$ cat src/rtl/oserdes_7to1_tx.sv
// 7:1 fabric DDR serializer: two 7-bit words per 7-cycle frame onto an ODDR data pin,
// plus a 4:3-duty forwarded pixel clock at fclk/3.5 for a second ODDR pin.
module oserdes_7to1_tx #(
    parameter logic [6:0] IDLE_WORD = 7'b1100011,
    parameter int         CNT_W     = 8
) (
    input  logic             fclk_i,
    input  logic             rst,
    input  logic [6:0]       data_i,
    input  logic             valid_i,
    output logic             ready_o,
    output logic             d_rise_o,
    output logic             d_fall_o,
    output logic             clk_rise_o,
    output logic             clk_fall_o,
    output logic             load_o,
    output logic             underflow_o,
    output logic [CNT_W-1:0] underflow_cnt_o
);

    typedef enum logic [2:0] {
        PH0 = 3'd0, PH1 = 3'd1, PH2 = 3'd2, PH3 = 3'd3,
        PH4 = 3'd4, PH5 = 3'd5, PH6 = 3'd6
    } ph_t;

    ph_t        ph;
    ph_t        ph_nxt;
    logic [6:0] hold;
    logic       hv;
    logic [6:0] word;
    logic [6:0] next_word;
    logic       load_event;
    logic       xfer;

    // Word A is loaded on the 6->0 edge, word B on the 2->3 edge.
    assign load_event = (ph == PH6) || (ph == PH2);
    // A load frees the hold register in the same cycle, so the source may refill it with no bubble.
    assign ready_o    = rst && (!hv || load_event);
    assign xfer       = valid_i && ready_o;
    assign next_word  = hv ? hold : IDLE_WORD;

    // NOTE: every signal written in always_comb gets a value on every path, so no latch is inferred.
    always_comb begin
        ph_nxt = PH0;
        if (ph != PH6) begin
            ph_nxt = ph_t'(ph + 3'd1);
        end
    end

    // NOTE: sequential state uses non-blocking assignments only, so the old word is still visible
    // on the ph2->3 edge where A6 and B0 share one output cycle.
    always_ff @(posedge fclk_i) begin
        if (!rst) begin
            ph              <= PH6;
            hv              <= 1'b0;
            word            <= '0;
            d_rise_o        <= 1'b0;
            d_fall_o        <= 1'b0;
            clk_rise_o      <= 1'b0;
            clk_fall_o      <= 1'b0;
            load_o          <= 1'b0;
            underflow_o     <= 1'b0;
            underflow_cnt_o <= '0;
        end else begin
            ph          <= ph_nxt;
            load_o      <= load_event;
            underflow_o <= load_event && !hv;

            if (xfer) begin
                hv <= 1'b1;
            end else if (load_event) begin
                hv <= 1'b0;
            end

            if (load_event) begin
                word <= next_word;
            end

            if (load_event && !hv && (underflow_cnt_o != {CNT_W{1'b1}})) begin
                underflow_cnt_o <= underflow_cnt_o + 1'b1;
            end

            case (ph_nxt)
                PH0: begin
                    d_rise_o <= next_word[0];
                    d_fall_o <= next_word[1];
                    {clk_rise_o, clk_fall_o} <= 2'b11;
                end
                PH1: begin
                    d_rise_o <= word[2];
                    d_fall_o <= word[3];
                    {clk_rise_o, clk_fall_o} <= 2'b11;
                end
                PH2: begin
                    d_rise_o <= word[4];
                    d_fall_o <= word[5];
                    {clk_rise_o, clk_fall_o} <= 2'b00;
                end
                PH3: begin
                    d_rise_o <= word[6];
                    d_fall_o <= next_word[0];
                    {clk_rise_o, clk_fall_o} <= 2'b01;
                end
                PH4: begin
                    d_rise_o <= word[1];
                    d_fall_o <= word[2];
                    {clk_rise_o, clk_fall_o} <= 2'b11;
                end
                PH5: begin
                    d_rise_o <= word[3];
                    d_fall_o <= word[4];
                    {clk_rise_o, clk_fall_o} <= 2'b10;
                end
                default: begin
                    d_rise_o <= word[5];
                    d_fall_o <= word[6];
                    {clk_rise_o, clk_fall_o} <= 2'b00;
                end
            endcase
        end
    end

    // NOTE: the hold data register has no reset; hv alone says whether its contents mean anything.
    always_ff @(posedge fclk_i) begin
        if (xfer) begin
            hold <= data_i;
        end
    end

endmodule
$ cat config.mk
export PLATFORM = sky130hd
export DESIGN_NAME = oserdes_7to1_tx
export DESIGN_NICKNAME = d
export VERILOG_FILES = /design/src/rtl/oserdes_7to1_tx.sv
export SDC_FILE = /design/constraint.sdc
export NUM_CORES = 1
export LEC_CHECK = 0
export BUFFER_PORTS_ARGS = -buffer_cell sky130_fd_sc_hd__buf_4
export CAP_MARGIN = 40
export CORE_ASPECT_RATIO = 0.6
export CORE_UTILIZATION = 40
export CTS_CLUSTER_DIAMETER = 40
export CTS_CLUSTER_SIZE = 30
export DETAILED_ROUTE_END_ITERATION = 8
export HOLD_SLACK_MARGIN = 0.08
export PLACE_DENSITY_LB_ADDON = 0.1
export SLEW_MARGIN = 20
export SYNTH_ARGS = -nofsm -noshare
export SYNTH_HDL_FRONTEND = slang
export SYNTH_SLANG_ARGS = --single-unit
$ cat constraint.sdc
create_clock -name fclk_i -period 3.9 [get_ports fclk_i]
set_input_delay 0.585 -clock fclk_i [delete_from_list [all_inputs] [get_ports fclk_i]]
set_output_delay 0.585 -clock fclk_i [all_outputs]
set_load 0.005 [all_outputs]
Yosys cells after proc, flatten, opt, wreduce, memory -nomap -nowiden
Cells that the tools add are included.
Word-level totals
  register bits: 32
  bits in latches: 0
  bits in writable memories: 0
  bits in read-only memories: 0
  input bits: 10
  output and inout port bits: 15
  word-level logic and storage cells: 41
  memories kept: 0
Operators by class
  add/sub/neg operators: 2
  multiply operators: 0
  div/mod/pow operators: 0
  $lt $le $gt $ge: 0
  equal/unequal tests: 9
  shift operators: 0
  multiplexer cells: 8
  bitwise logic cells: 0
  reduce and logical (&&, ||, !) cells: 11
Operators by type and width (number)
  $pmux W1 S6: 2
  $eq A3 B2 Y1 const B: 3
  $eq A3 B3 Y1 const B: 3
  $add A8 B1 Y8 const B: 1
  $ne A8 B8 Y1 const B: 1
  $reduce_or A4 Y1: 2
  $mux W7: 1
  $logic_and A1 B1 Y1: 4
  $mux W1: 4
  $add A3 B1 Y3 const B: 1
  $eq A3 B1 Y1 const B: 1
  $logic_not A3 Y1: 1
  $mux W3: 1
  $ne A3 B3 Y1 const B: 1
  $logic_or A1 B1 Y1: 2
  $reduce_bool A2 Y1: 1
  $logic_not A1 Y1: 1

Depth between registers and ports, before layout
  depth in word-level cells: 6
  mapped depth: 5
  gate-level depth less buffers: 5

Worst setup path after synthesis
OpenSTA, ideal clock, no wires.
  path type: in2reg
  start: input rst
  end: register hold[0], enable pin
  library setup time: 326 ps
  arrival time: 1487 ps
  data required time: 3574 ps
  slack: 2087 ps
  stages on the path: 4
  buffers on the path: 1
  cells stage by stage: clkbuf_1 > clkinv_1 > a21oi_1 > and2_1
On the way
  longest elaborated chain between the ends: 2
Ends and longest elaborated chain
  start: declaration: line 8  | input logic rst,
  $logic_and A1 B1 Y1: line 38  | assign ready_o = rst && (!hv || load_event);
  net ready_o: line 11  | output logic ready_o,
  $logic_and A1 B1 Y1: line 39  | assign xfer = valid_i && ready_o;
  net xfer: line 33  | logic xfer;
  end signal: assignment: line 126  | hold <= data_i;
  end: declaration: line 28  | logic [6:0] hold;
The timed path passes the listed nets, and every way through them passes these cells.
A chain may end at the register's enable or synchronous reset.

Final worst setup path
  start: register ph[0]
  end: output ready_o
On the way
  longest elaborated chain between the ends: 4
  elaborated cells on any way between the ends: 5
  classes of those cells: 2 x eq/ne; 3 x reduce/logical
Ends and longest elaborated chain
  start: declaration: line 26  | ph_t ph;
  start signal: assignment: line 65  | ph <= ph_nxt;
  $eq A3 B3 Y1 or $eq A3 B2 Y1 (tied branches): line 36  | assign load_event = (ph == PH6) || (ph == PH2);
  $logic_or A1 B1 Y1 *: line 36
  $logic_or A1 B1 Y1 *: line 38
  $logic_and A1 B1 Y1 *: line 38
  end: declaration: line 11
Every way passes the cells marked *; elsewhere a longest branch is shown, timed or not.

==> metrics.md <==
| Metric | Value |
|---|---|
| Outcome | finished, final reports clean |
| Final Hold Fails | 0 |
| Count leader, synth | dfxtp_1 |
| Layout cell share with drive strength beyond 1 | 0.234 |
| Final Max Tran Viols | 0 |
| Synth unique cells | 39 |
| R2R setup slack | 2.00 ns |
| CP bufs+invs | 1 |
| Share of the synthesized area in the top cell type | 0.379 |
| PwrDens | 459 mW/mm^2 |
| Post-route ant nets | 0 |
| Sw power | between 0.00015 and 0.0002 W |
| Leakage | roughly 0.62 nW |
| Vias per inst | between 5 and 6 |
| Clock share of power | 0.340 |
| Critical path, cell by cell | nand2b_1, a21oi_1, buf_4 |
| Final setup violation count | 0 |
| Fin nets | 164 |
| DRC viols | 0 |
| Max FO, Critical Path | 15 |
| Initial DRC count | between 40 and 50 |
| Initial antenna violation count | 0 |
| Die area | 0.00341 mm^2 |
| Worst path max stage delay | slightly above 0.6 ns |
| Synth Cell Area | approximately 0.0013 mm^2 |
| Post-CTS setup buffers | 0 |
| Top Ports | 25 |
| Pint | about 0.00052 W |
| Drt first pass iters | 5 |
| Logic pwr share | 0.129 |
| Clock latency on the worst-skew pair | approximately 0.28 ns |
| Setup TNS | 0 ns |
| Switching share of power | 0.270 |
| Synth Warn # | 0 |
| WL per Instance | ~13 um |
| WL final | roughly 2600 um |
| Maximum vdd drop | ~300 uV |
| Delay-heaviest family, CP | flip-flops |
| Post-synth ARST share | 0 |
| First-pass GRT wire length | between 4000 and 5000 um |
| Dominant cells by area after synthesis | dfxtp_1 (38%), edfxtp_1 (17%), a21oi_1 (3.9%) |
| Sequential fraction of the synthesis area | 0.545 |
| Max Cap Viol | 0 |
| Core area | a little under 0.003 mm^2 |
| CTS clk-pin slew, worst paths | around 0.070 ns |
| Min Clock Period, post-route | approximately 2.3 ns |
| Via count | between 1k and 1.5k |
| Clock buffers created by TritonCTS | 5 |
| Area Growth Syn to Fin | 22.7% |
| # diodes | 0 |
| Total track usage | 0.174 |
| H-Tree Depth | 2 |
| CTS tree | built |
| PostCTS Resize Cnt | 0 |
| Syn_nets | 140 |
| Max clock buf depth | 2 |
| Sequential power share | 0.531 |
| Cell row count | 15 |
| Critical path required time | ~3.3 ns |
| RSZ-0062 raised after global routing | false |
| Largest net degree at the start of global routing | 18 |
| Post-Syn Instances | about 130 |
| Hold Buf Count CTS | 0 |
| Post-synth EDFFs | 7 |
| Port Buffer Count | 24 |
| Fin util | 0.528 |
| Vias in the first global route | 859 |
| Relative slew slack | 0.665 |
| Crit Path Class | reg -> out |
| Num Clock Sinks | 31 |
| Slowest CP cell | dfxtp_1 |
| Cell taking the most area after synthesis | dfxtp_1 |
| Worst hold path class | reg -> reg |
| Fmax | approximately 440 MHz |
| Chip Width | around 75 um |
| Starting density of the core | 0.430 |
| Worst Setup Start Kind | flop |
| Synthesized area per cell | 9.83 um^2 |
| Crit end category | primary output |
| Clk_skew | around 0.0035 ns |
| Height of the die | approximately 46 um |
| Post-synthesis register bit count | 31 |
| Final Cycle Share | 0.579 |
| Top_reg_cell synth | dfxtp_1 |
| Total global routing overflow | 0 |
| DP Wirelength | between 1500 and 2000 um |
| Slew @ Worst Pin | 0.500 ns |
| Synth top cells by count | dfxtp_1 (24), nor2_1 (11), a21oi_1 (10), nand2_1 (9), nand3_1 (8) |
| WP data arrival | ~1.7 ns |
| Placer congestion estimate | about 0.8 |
| Root buf cell | clkbuf_8 |
## worst min-delay path, stage by stage, from the launching register on
cell and delay, ns:
dfxtp_1 0.33, nand2_1 0.06, a21oi_1 0.05
## stage by stage
stage | worst slack, ns | power, W | area [um^2] | std cells | hold slack, ns
2_1_floorplan | 2.09 | 0.000439 | 1270 | 129 | 0.438
3_3_place_gp | 1.74 | 0.000476 | 1470 | 188 | 0.469
3_5_place_dp | 1.73 | 0.000478 | 1470 | 188 | 0.469
4_1_cts | 1.63 | 0.000718 | 1560 | 196 | 0.468
5_1_grt | 1.52 | 0.000747 | 1560 | 196 | 0.466
6_report | 1.64 | 0.000715 | 1560 | 196 | 0.475
## routing by layer
layer  wire length, um  vias up  part of all wire  GRT usage
met5                 0        -                 0          0
li1                  -      520                 -          -
met1              1450      458              0.55      0.250
met3               120        5             0.046     0.0597
met2              1020       26              0.39      0.229
met4                32        0             0.012     0.0906
## cells by family after synthesis
family | Yosys count | share of synthesized area
xor gates and xnor gates | 2 | 0.0138
DFF | 31 | 0.545
adders and majority gates | 1 | 0.00987
AOI/OAI and AO/OA | 28 | 0.148
muxes | 2 | 0.0168
and+or+nand+nor | 55 | 0.235
buffers and inverters | 10 | 0.0316
## cells in the final DEF (no fill, tap or decap), types with 2 or more instances in the layout
master,netlist,layout
nor3b_1,4,4
o22ai_1,3,3
o21a_1,3,3
xor2_1,2,2
nor2_1,11,11
inv_1,2,2
nand2_1,9,9
and3_1,2,2
a21oi_1,10,10
or4_1,2,2
nor3_1,5,5
nand3_1,8,8
and3b_1,2,2
o211ai_1,2,2
nor2b_1,2,2
buf_4,0,24
nand2b_1,4,4
edfxtp_1,7,7
clkinv_2,0,3
dfxtp_1,24,24
clkbuf_8,0,5
o31ai_1,2,2
## cell type report
type | instances | area, um^2
clock buffer | 5 | 68.8
tap | 42 | 52.6
timing repair buffer | 24 | 180
sequential | 31 | 691
clock inverter | 3 | 15.0
multi-input combinational | 88 | 537
inverter | 3 | 11.3
fill | 276 | 1390
## power groups by stage
stage | Sequential (W) | Combinational, W | Clock, W
6_report | 0.000380 | 0.0000922 | 0.000243
5_1_grt | 0.000383 | 0.000104 | 0.000259
4_1_cts | 0.000379 | 0.0000930 | 0.000246
3_5_place_dp | 0.000386 | 0.0000919 | 0
3_3_place_gp | 0.000384 | 0.0000912 | 0
2_1_floorplan | 0.000373 | 0.0000664 | 0
## flip-flops by register name (all words and copies together) (netlist names)
register,flops
hold,7
clk_fall_o,1
underflow_o,1
d_fall_o,1
d_rise_o,1
word,6
clk_rise_o,1
ph,3
hv,1
underflow_cnt_o,8
load_o,1
## worst paths after layout
path,start,end,cells after the start
worst max register to register,ph[1],hold[5],3
worst min register to register,word[2],word[2],2
worst min-delay path,word[2],word[2],2
worst max-delay path,ph[0],ready_o,3
(Power assumes the default switching activity.)
